==> config.mk <==
export PLATFORM = sky130hd
export DESIGN_NAME = acc_bank
export DESIGN_NICKNAME = d
export VERILOG_FILES = /design/src/rtl/acc_pkg.sv /design/src/rtl/acc_alu.sv /design/src/rtl/acc_bank.sv
export SDC_FILE = /design/constraint.sdc
export NUM_CORES = 1
export LEC_CHECK = 0
export ABC_CLOCK_PERIOD_IN_PS = 4200
export CORE_ASPECT_RATIO = 0.9
export CORE_UTILIZATION = 57
export DETAILED_ROUTE_END_ITERATION = 7
export PLACE_DENSITY = 0.91
export RECOVER_POWER = 50
export SLEW_MARGIN = 20
export SYNTH_ARGS = -nofsm -noshare
export SYNTH_HDL_FRONTEND = slang
export SYNTH_HIERARCHICAL = 1
export SYNTH_SLANG_ARGS = --single-unit
==> constraint.sdc <==
create_clock -name clk -period 4.2 [get_ports clk]
set_input_delay 0.84 -clock clk [delete_from_list [all_inputs] [get_ports clk]]
set_output_delay 0.84 -clock clk [all_outputs]
set_load 0.005 [all_outputs]
==> src/rtl/acc_pkg.sv <==
// Shared encodings for the accumulator bank: command opcodes and sweep FSM states.
package acc_pkg;

  localparam logic [1:0] OP_NOP  = 2'b00;
  localparam logic [1:0] OP_LOAD = 2'b01;
  localparam logic [1:0] OP_ADD  = 2'b10;
  localparam logic [1:0] OP_SUB  = 2'b11;

  typedef enum logic [0:0] {
    ST_IDLE  = 1'b0,
    ST_CLEAR = 1'b1
  } acc_state_e;

endpackage

==> src/rtl/acc_alu.sv <==
// Combinational LOAD/ADD/SUB datapath for one bank entry, with optional saturation.
module acc_alu
  import acc_pkg::*;
#(
  parameter int unsigned WIDTH    = 8,
  parameter bit          SATURATE = 1'b0
) (
  input  logic [WIDTH-1:0] entry,
  input  logic [WIDTH-1:0] operand,
  input  logic [1:0]       op,
  output logic [WIDTH-1:0] result,
  output logic             carry,
  output logic             zero
);

  logic [WIDTH:0] sum;
  logic           borrow;

  always_comb begin
    sum    = {1'b0, entry} + {1'b0, operand};
    borrow = operand > entry;
    result = entry;
    carry  = 1'b0;
    case (op)
      OP_LOAD: result = operand;
      OP_ADD: begin
        carry  = sum[WIDTH];
        result = (SATURATE && sum[WIDTH]) ? '1 : sum[WIDTH-1:0];
      end
      OP_SUB: begin
        carry  = borrow;
        result = (SATURATE && borrow) ? '0 : entry - operand;
      end
      default: result = entry;
    endcase
    zero = (result == '0);
  end

endmodule

==> src/rtl/acc_bank.sv <==
// Accumulator register bank: in-place LOAD/ADD/SUB, dual combinational read ports,
// and a one-entry-per-cycle clear sweep that blocks commands while it runs.
module acc_bank
  import acc_pkg::*;
#(
  parameter int unsigned WIDTH    = 8,
  parameter int unsigned DEPTH    = 4,
  parameter bit          SATURATE = 1'b0,
  localparam int unsigned AW      = $clog2(DEPTH)
) (
  input  logic             clk,
  input  logic             rst,
  input  logic             cmd_valid,
  output logic             cmd_ready,
  input  logic [1:0]       cmd_op,
  input  logic [AW-1:0]    cmd_addr,
  input  logic [WIDTH-1:0] cmd_data,
  input  logic             clr_req,
  input  logic [AW-1:0]    rd_addr_a,
  output logic [WIDTH-1:0] rd_data_a,
  input  logic [AW-1:0]    rd_addr_b,
  output logic [WIDTH-1:0] rd_data_b,
  output logic             carry_o,
  output logic             zero_o,
  output logic             busy
);

  logic [WIDTH-1:0] mem_q [DEPTH];
  acc_state_e       state_q, state_d;
  logic [AW-1:0]    sweep_q;
  logic             carry_q, zero_q;

  logic             cmd_in_range, rd_a_in_range, rd_b_in_range;
  logic             sweep_last, do_write;
  logic [WIDTH-1:0] cur_entry, alu_result;
  logic             alu_carry, alu_zero;

  // Only meaningful when DEPTH is not a power of two; otherwise always true.
  assign cmd_in_range  = {1'b0, cmd_addr}  < (AW+1)'(DEPTH);
  assign rd_a_in_range = {1'b0, rd_addr_a} < (AW+1)'(DEPTH);
  assign rd_b_in_range = {1'b0, rd_addr_b} < (AW+1)'(DEPTH);

  assign cur_entry  = cmd_in_range ? mem_q[cmd_addr] : '0;
  assign sweep_last = (sweep_q == AW'(DEPTH - 1));

  acc_alu #(
    .WIDTH   (WIDTH),
    .SATURATE(SATURATE)
  ) u_alu (
    .entry  (cur_entry),
    .operand(cmd_data),
    .op     (cmd_op),
    .result (alu_result),
    .carry  (alu_carry),
    .zero   (alu_zero)
  );

  always_comb begin
    state_d = state_q;
    unique case (state_q)
      ST_IDLE:  if (clr_req) state_d = ST_CLEAR;
      ST_CLEAR: if (sweep_last) state_d = ST_IDLE;
      default:  state_d = ST_IDLE;
    endcase
  end

  assign cmd_ready = (state_q == ST_IDLE) && !clr_req;
  assign busy      = (state_q == ST_CLEAR);
  assign do_write  = cmd_valid && cmd_ready && (cmd_op != OP_NOP) && cmd_in_range;

  always_ff @(posedge clk) begin
    if (!rst) begin
      for (int i = 0; i < int'(DEPTH); i++) mem_q[i] <= '0;
      state_q <= ST_IDLE;
      sweep_q <= '0;
      carry_q <= 1'b0;
      zero_q  <= 1'b1;
    end else begin
      state_q <= state_d;
      if (state_q == ST_CLEAR) begin
        mem_q[sweep_q] <= '0;
        sweep_q        <= sweep_last ? '0 : sweep_q + 1'b1;
        if (sweep_last) begin
          carry_q <= 1'b0;
          zero_q  <= 1'b1;
        end
      end else if (do_write) begin
        mem_q[cmd_addr] <= alu_result;
        carry_q         <= alu_carry;
        zero_q          <= alu_zero;
      end
    end
  end

  // No write-to-read bypass: reads always see the registered array.
  assign rd_data_a = rd_a_in_range ? mem_q[rd_addr_a] : '0;
  assign rd_data_b = rd_b_in_range ? mem_q[rd_addr_b] : '0;
  assign carry_o   = carry_q;
  assign zero_o    = zero_q;

endmodule

# Word level (Yosys, flattened, before mapping)
# Memory sizes are Yosys's and may differ from the RTL's.
# Cells that the tools add are included.
# word_totals
register_bits	5
mem_count	1
in_bits	20
ram_bits	32
# memory_table
memory	depth	word_bits	read_ports	rd_clocked_by_memory_dff	wr	line	source
mem_q	4	8	3	0	4	acc_bank.sv:28	logic [WIDTH-1:0] mem_q [DEPTH];
# op_classes
eq_ne	5
n_addsub	3
reduce_logical	10
n_bitwise	1
magnitude_cmp	1
muxes	26
# ops
op	n
8-bit one-hot mux with 3 select lines	1
1-bit two-way mux	18
8-bit two-way mux	2
8-bit OR reduction	2
8-bit by 8-bit adder with 9-bit output	1
8-bit > comparator	1
8-bit logical NOT	1
8-bit subtractor	1
2-bit equality test, second input constant	3
2-bit two-way mux	3
1-bit one-hot mux with 2 select lines	2
2-bit nonzero test	2
1-bit logical AND	3
2-bit by 1-bit adder with 2-bit output, second input constant	1
2-bit by 1-bit equality test with 1-bit output, second input constant	1
2-bit by 1-bit != test with 1-bit output, second input constant	1
2-bit AND reduction	1
1-bit logical NOT	1
1-bit inverter	1

# Logic depth before layout (Yosys ltp)
# Gate-level depths: netlist (run 1).
# depth
word_depth	10
ltp_mapped	14

# Cells and area by module
# The synthesis (run 1) kept the hierarchy.
# modules_own_cells
module	area_each_um2	seq_area_each_um2	cells_per_inst	instances
acc_bank	2205.9	1061.0	155	1
acc_alu	1103.6	0.0	139	1

# Worst setup path after synthesis (run 1)
# Ideal clock, no wire load.
# synth_path
kind	input to register
start	input cmd_addr[0]
end	register zero_q (netlist: zero_o)
n_path_buf	1
arrival_ps	3481
required_time_ps	4068
setup_time_ps	132
setup_slack_ps	586
stages	14
path_cell_list	buf_4 > mux4_2 > inv_1 > ha_1 > inv_1 > fa_1 > a211oi_1 > nor2_1 > nor4b_1 > o221ai_1 > o2111ai_1 > nor4_1 > nor4_1 > o31ai_1
# synth_via
elab_chain_len	6
elab_cells_between_ends	7
classes_between	add/sub: 2; mux: 3; reduce/logical: 1; memory: 1
# synth_lines
item	line	source
start: declaration	acc_bank.sv:16	input logic [AW-1:0] cmd_addr,
memory read 4 x 8 bit *	--	
via cur_entry[0]	acc_bank.sv:35	logic [WIDTH-1:0] cur_entry, alu_result;
8-bit subtractor / 8-bit by 8-bit adder with 9-bit output (equally long branches)	acc_alu.sv:32, acc_alu.sv:20	
8-bit one-hot mux with 3 select lines *	acc_alu.sv:24	case (op)
via alu_result[6]	acc_bank.sv:35	
8-bit logical NOT *	acc_alu.sv:36	zero = (result == '0);
via alu_zero	acc_bank.sv:36	logic alu_carry, alu_zero;
1-bit two-way mux *	acc_bank.sv:87	end else if (do_write) begin
1-bit two-way mux *	acc_bank.sv:80	if (state_q == ST_CLEAR) begin
end signal: assignment	acc_bank.sv:90	zero_q <= alu_zero;
end: declaration	acc_bank.sv:31	logic carry_q, zero_q;
# The timed path passes the listed nets; every way through them passes the cells marked *. The select of a mux whose other input is x is not followed.
# A chain may end at the register's enable or synchronous reset.

# Final worst setup path (run 1)
# layout_path
start	input cmd_addr[1]
end	register zero_q (netlist: zero_o)
# Same word-level chain as after synthesis.

==> results of run 1 <==
-- synth_stat cells (all sizes together) (2+ instances only) --
library cell and n:
a211oi 7, nand3 2, o311ai 3, nand3b 3, nand2 5, and2 2
nor4b 2, nor2b 15, a21o 4, a21boi 2, or4 2, o2111ai 2
nor3 26, a31oi 2, or3 2, o211ai 2, a221o 3, nor4 3
mux4 25, o221ai 2, inv 19, clkbuf 6, ha 18, o31ai 4
and3 3, mux2i 6, o21ai 8, buf 16, dfxtp 5, edfxtp 32
or2 3, nand2b 9, a21oi 7, o21a 2, o21bai 3, nor2 22
fa 2
-- critical path, delay by kind of cell --
family / cells / cell delay [ps]
buffers and inverters: 2 / 710
multiplexers: 2 / 890
AND/OR/NAND/NOR: 2 / 340
adder cells (fa/ha/maj): 2 / 670
AO/OA/AOI/OAI: 3 / 730
-- layout make-up --
cell class              count  area, um^2
clock inverters             3        65.1
fillers                   369        1400
inverters                  19        71.3
clock buffers               5        68.8
flip-flops and latches     37        1060
repair buffers             70         618
well taps                  67        83.8
multi-input cells         216        2050
-- power breakdown --
part	internal [W]	total, W	switching, W
sequential	0.000429	0.000453	0.0000240
combinational	0.000226	0.000461	0.000235
clock	0.000236	0.000361	0.000125
total	0.000890	0.00127	0.000385
-- per-stage QoR --
stage               util [%]  cell area [um^2]  TNS, ps  hold WS [ps]
global route            74.2              4020        0           637
CTS                     74.0              4010        0           613
global placement        71.6              3870     -285           569
finish                  74.2              4020        0           616
detailed placement      71.6              3870     -985           596
floorplan                  -              3310        0           528
-- cell families (layout without fill, tap and decap cells) --
family          count (synthesis)  count (layout)
fa+ha+maj                      20              20
simple gates                  101             101
buf+inv                        41              97
mux                            31              31
xor+xnor                        1               1
flops                          37              37
compound gates                 63              63
-- routing by layer --
| metal | up-vias | part of all wire [%] | wire length, um |
|---|---|---|---|
| met5 | - | 0 | 0 |
| met4 | 0 | 2.6 | 230 |
| met3 | 30 | 7.5 | 665 |
| met2 | 150 | 51 | 4500 |
| met1 | 1375 | 39 | 3500 |
| li1 | 1261 | - | - |
-- timing repair --
action | CTS | global route
setup buffers | 0 | 2
setup endpoints to repair | 0 | 6
hold buffers | 0 | 0
gates resized for setup | 0 | 4
-- sequential cells by signal (all words and copies together), names as in the netlist --
| register | cells |
|---|---|
| busy | 1 |
| mem_q | 32 |
| carry_o | 1 |
| zero_o | 1 |
| sweep_q | 2 |
-- path summary, 6_finish.rpt --
path	start	slack, ps	cells past startpoint	end
min reg2reg	zero_o$_SDFFE_PN1P_	620	2	zero_o$_SDFFE_PN1P_
min	zero_o$_SDFFE_PN1P_	620	2	zero_o$_SDFFE_PN1P_
max reg2reg	mem_q[3][0]$_DFFE_PP_	720	10	zero_o$_SDFFE_PN1P_
max	cmd_addr[1]	210	11	zero_o$_SDFFE_PN1P_
==> implementation parameters, run 1 <==
Parameter                              Value

Status
  Status    completed

Drt
  DRC    0
  Count of TritonRoute iterations in the first routing pass    5
  Number of vias in the routed layout    2816
  Post-DR wirelength/cell    21.3 um
  Final wirelength    8.90 mm
  Post-detailed-route via-to-cell ratio    6.75
  Antenna-violating nets left    0
  Count of routing violations after the opening detailed-route iteration    284

Logic synthesis
  Synth Area in Compound Gates    15.8%
  Synth cell types    71
  Share of the synthesized area in the top cell type    29.0%
  Share of synthesized cell area in and, or, nand and nor gates    19.0%
  Synthesized area divided by synthesized cell count    11.3 um^2
  Post-synthesis share of cell area spent on full adders, half adders and majority gates    8.02%
  Synth Register Bits    37
  Cell types with the largest area share after synthesis    edfxtp_1 29%, mux4_2 17%, ha_1 6.8%, nor3_2 3.6%, dfxtp_1 3.0%
  Nets in the synthesized netlist    334
  Count of synthesis-stage warnings from yosys    6
  Sequential area share after synthesis    32.1%
  Area of the mapped netlist    3310 um^2
  Post-synth top area cell    edfxtp_1
  Dominant combinational cell family by area after synthesis    simple AND/OR/NAND/NOR gates
  Fraction of synthesized area in multiplexers    18.8%
  Count of flip-flops with a built-in enable after synthesis    32
  Fraction of synthesized cell area in xor and xnor cells    0.265%
  Fraction of registers with async set or reset after synthesis    0%
  Post-synthesis instance total    294
  Flip-flop cell with the highest count after synthesis    edfxtp_1

Power
  Post-layout power    0.00127 W
  Total leakage power    1.54 nW
  Power density over the cells    317 nW/um^2
  Largest vdd supply drop    0.338 mV

Finish
  Final net count    389
  Diodes inserted    0
  Final non-filler cell total    417
  Area growth from synthesis to layout    21.4%
  Fraction of layout cells with a size suffix above 1    25.1%
  Most frequent cells in the layout    32 x clkdlybuf4s50_1, 32 x edfxtp_1, 27 x buf_4, 25 x mux4_2, 21 x nor2_1

Floorplan
  Total Die Area    6120 um^2
  Placeable core area    5410 um^2
  Horizontal die dimension    82.3 um
  Number of top-level pins    40
  Effective utilization at floorplan    61.2%
  Vertical die dimension    74.3 um
  Site row count    25

Hold path
  Worst hold-check path type    flip-flop to flip-flop

Place
  Placed Cells incl. Taps    407
  Port Buffers    39
  Post-Place Setup Slack    -172 ps
  Total half-perimeter wirelength after legalization and detailed placement    6.55 mm
  RD Place Congestion    0.884

Global routing
  Wire length of the first global-routing pass    13.9 mm
  Remaining Overflow, GRT    0
  Pin count of the biggest net entering global routing    23
  Number of antenna violations at the first check in global routing    0
  Most heavily used metal layer in global routing    met2
  Fraction of met3 tracks used by global routing    5.28%
  Total global routing track utilization    31.3%
  Met1 usage    39.8%
  Number of global-route vias before repair    2799
  Met2 global-route usage    54.7%

Timing
  Hold Fails Final Rpt    0
  Skew final    4.84 ps
  Worst-margin pin slew    725 ps
  Setup repair after global routing missed its margin    false
  Max Fclk    251 MHz
  Setup violators final    0
  Max-slew violation total from the final report    0
  Relative slew slack    51.5%
  Min Clock Period, post-route    3990 ps
  Final Cycle Share    94.9%
  Setup ws final    213 ps

Critical path
  Crit-path cells    clkdlybuf4s50_1, mux4_2, buf_4, ha_1, fa_1, mux4_2, a2111oi_2, o31ai_1, nor4_1, nor4_1, o31ai_1
  Maximum single-stage delay on the critical path    540 ps
  Arrival time of the worst setup path    4180 ps
  Required time worst endpoint    4400 ps
  Worst setup path class    input port to flip-flop
  Crit start category    input port
  Element type at the critical path end    flip-flop
  Critical-path cell with the highest stage delay    clkdlybuf4s50_1
  Crit-path max FO    3

CTS
  Number of buffers created by CTS    5
  Worst-skew pair later-pin latency    290 ps
  Post-CTS clock slew at the launch and capture registers of the worst setup and hold paths    70 ps
  CTS tree    yes
  Cell chosen for the clock root    clkbuf_8
  Clock Path Buffers    2
  # clock sinks    37
  H-tree Lvls    2

Flow run
  Maximum capacitance violations    0
(Power assumes the default switching activity.)
==> run 2: changes to the inputs <==
--- a/config.mk
+++ b/config.mk
@@ -6,10 +6,12 @@
 export NUM_CORES = 1
 export LEC_CHECK = 0
 export ABC_CLOCK_PERIOD_IN_PS = 4200
+export CAP_MARGIN = 20
 export CORE_ASPECT_RATIO = 0.9
-export CORE_UTILIZATION = 57
+export CORE_UTILIZATION = 58
+export CTS_BUF_LIST = sky130_fd_sc_hd__clkbuf_4
 export DETAILED_ROUTE_END_ITERATION = 7
-export PLACE_DENSITY = 0.91
+export PLACE_DENSITY = 0.93
 export RECOVER_POWER = 50
 export SLEW_MARGIN = 20
 export SYNTH_ARGS = -nofsm -noshare
==> run 2 against run 1 <==
Worst setup slack got worse by 160 ps. Final cell count increased by 0.72%. Power decreased by 7.4%. First-iteration DRC count decreased by 27%. Count of clock-buffer cells in the layout unchanged. Utilization about the same. Clock skew increased by 13 ps. Critical path type unchanged. Largest cell class unchanged. Largest power group unchanged.
==> implementation parameters, run 2 (same netlist as run 1, synthesis figures left out) <==
Parameter                              Value

Place
  Post-Place Setup Slack    -280 ps (-108 ps)
  RD Place Congestion    0.866 (-2.1%)
  Port Buffers    39 (unchanged)
  Total half-perimeter wirelength after legalization and detailed placement    7.05 mm (+7.6%)
  Placed Cells incl. Taps    412 (+1.2%)

Global routing
  Total global routing track utilization    33.3% (+2.0 points)
  Number of global-route vias before repair    2751 (-1.7%)
  Pin count of the biggest net entering global routing    25 (+8.7%)
  Number of antenna violations at the first check in global routing    0 (unchanged)
  Wire length of the first global-routing pass    14.3 mm (+2.8%)
  Remaining Overflow, GRT    0 (unchanged)

Critical path
  Worst setup path class    input port to flip-flop
  Arrival time of the worst setup path    4430 ps (+250 ps)
  Required time worst endpoint    4480 ps (+80 ps)
  Crit-path max FO    3 (unchanged)
  Crit start category    input port
  Element type at the critical path end    flip-flop

Floorplan
  Site row count    25 (unchanged)
  Total Die Area    6010 um^2 (-1.7%)
  Horizontal die dimension    81.6 um (-0.84%)
  Effective utilization at floorplan    61.5% (+0.36 points)
  Number of top-level pins    40 (unchanged)
  Vertical die dimension    73.7 um (-0.84%)
  Placeable core area    5380 um^2 (-0.58%)

CTS
  Cell chosen for the clock root    clkbuf_4
  H-tree Lvls    2 (unchanged)
  Hold-fix buffers at CTS    0 (unchanged)
  Clock Path Buffers    2 (unchanged)
  Worst-skew pair later-pin latency    360 ps (+70 ps)
  # clock sinks    37 (unchanged)
  Post-CTS clock slew at the launch and capture registers of the worst setup and hold paths    130 ps (+60 ps)
  CTS tree    yes
  Number of buffers created by CTS    5 (unchanged)

Drt
  DRC    0 (unchanged)
  Post-DR wirelength/cell    22.1 um (+3.7%)
  Final wirelength    9.30 mm (+4.5%)
  Number of vias in the routed layout    2865 (+1.7%)
  Post-detailed-route via-to-cell ratio    6.82 (+1.0%)
  Count of TritonRoute iterations in the first routing pass    4 (-1)
  Count of routing violations after the opening detailed-route iteration    206 (-27%)
  Antenna-violating nets left    0 (unchanged)

Timing
  Final Cycle Share    98.7% (+3.7 points)
  Worst-margin pin slew    1350 ps (+630 ps)
  Relative slew slack    9.67% (-42 points)
  Min Clock Period, post-route    4140 ps (+157 ps)
  Worst-case hold slack    566 ps (-50.7 ps)
  Setup ws final    55.3 ps (-157 ps)
  Hold Fails Final Rpt    0 (unchanged)
  Max-slew violation total from the final report    0 (unchanged)
  Total Neg Setup Slack    0 ps (unchanged)
  Setup violators final    0 (unchanged)
  Max Fclk    241 MHz (-3.8%)
  Skew final    17.7 ps (+12.9 ps)

Finish
  Area growth from synthesis to layout    20.6%
  Fill cells    382 (+3.5%)
  Number of flip-flops in the largest register    32 (unchanged)
  Area of all sequential standard cells    1060 um^2 (unchanged)
  Register name with the most flops    mem_q
  Area taken by multi-input logic gates    2070 um^2 (+1.2%)
  Fraction of layout cells with a size suffix above 1    25.2% (+0.070 points)
  Diodes inserted    0 (unchanged)
  Most frequent cells in the layout    33 x clkdlybuf4s50_1, 32 x edfxtp_1, 27 x buf_4, 25 x mux4_2, 21 x nor2_1
  Commonest non-fill, non-tap cell in the layout    clkdlybuf4s50_1
  Final non-filler cell total    420 (+0.72%)
  Largest registers    mem_q (32), sweep_q (2)
  Final net count    392 (+0.77%)
  Core Util, Final    74.2% (about the same)

Power
  Total leakage power    1.51 nW (-2.1%)
  Power density over the cells    296 nW/um^2 (-6.9%)
  Largest vdd supply drop    0.256 mV (-24%)

Flow run
  Maximum capacitance violations    0 (unchanged)

Status
  Status    completed

Hold path
  Worst hold-check path type    flip-flop to flip-flop
-- run 2: cell count changes in the layout (fill, tap and decap cells not counted), sizes merged --
cell / change
clkbuf: +4
buf: -1
clkdlybuf4s50: +1
dlymetal6s2s: -1
bufinv: -1
clkinvlp: +1
-- run 2: final cells by class --
type | count | area share, %
tap | 67 | 2.10
inverter | 19 | 1.79
clock inverter | 3 | 1.16
sequential | 37 | 26.6
timing repair buffer | 73 | 15.5
clock buffer | 5 | 0.940
multi-input combinational | 216 | 51.9
-- run 2: worst paths after layout --
check	to	slack, ps	cells past startpoint	startpoint
max	zero_o$_SDFFE_PN1P_	60	11	cmd_addr[0]
min	zero_o$_SDFFE_PN1P_	570	2	zero_o$_SDFFE_PN1P_
max reg2reg	zero_o$_SDFFE_PN1P_	690	10	mem_q[3][0]$_DFFE_PP_
min reg2reg	zero_o$_SDFFE_PN1P_	570	2	zero_o$_SDFFE_PN1P_
-- run 2: critical path, stage by stage --
cell and delay, ps:
clkdlybuf4s50_1 560, mux4_2 560, buf_4 160, ha_1 220, fa_1 450, mux4_2 530
a2111oi_4 310, o31ai_1 150, nor4_2 330, nor4_1 100, o31ai_1 220
-- run 2: power breakdown --
| part | switching (W) | internal [W] |
|---|---|---|
| sequential | 0.0000244 | 0.000428 |
| combinational | 0.000241 | 0.000228 |
| clock | 0.000132 | 0.000126 |
| total | 0.000398 | 0.000783 |
-- run 2: stage by stage --
step           total power, W  cell area [um^2]
6_report              0.00118              3990
5_1_grt               0.00123              3990
4_1_cts               0.00117              3990
3_5_place_dp         0.000915              3910
3_3_place_gp         0.000892              3910
2_1_floorplan        0.000731              3310
-- run 2: per-layer routing --
metal | vias to the layer above | wire [um] | track usage [%]
li1 | 1263 | - | -
met1 | 1397 | 3480 | 41.9
met2 | 169 | 4720 | 57.7
met3 | 36 | 737 | 4.97
met4 | 0 | 366 | 13.3
met5 | - | 0 | 0
-- run 2: what timing repair did --
action | in CTS | in global routing
setup buffers | 0 | 0
setup endpoints to repair | 0 | 3
resized for setup | 0 | 5
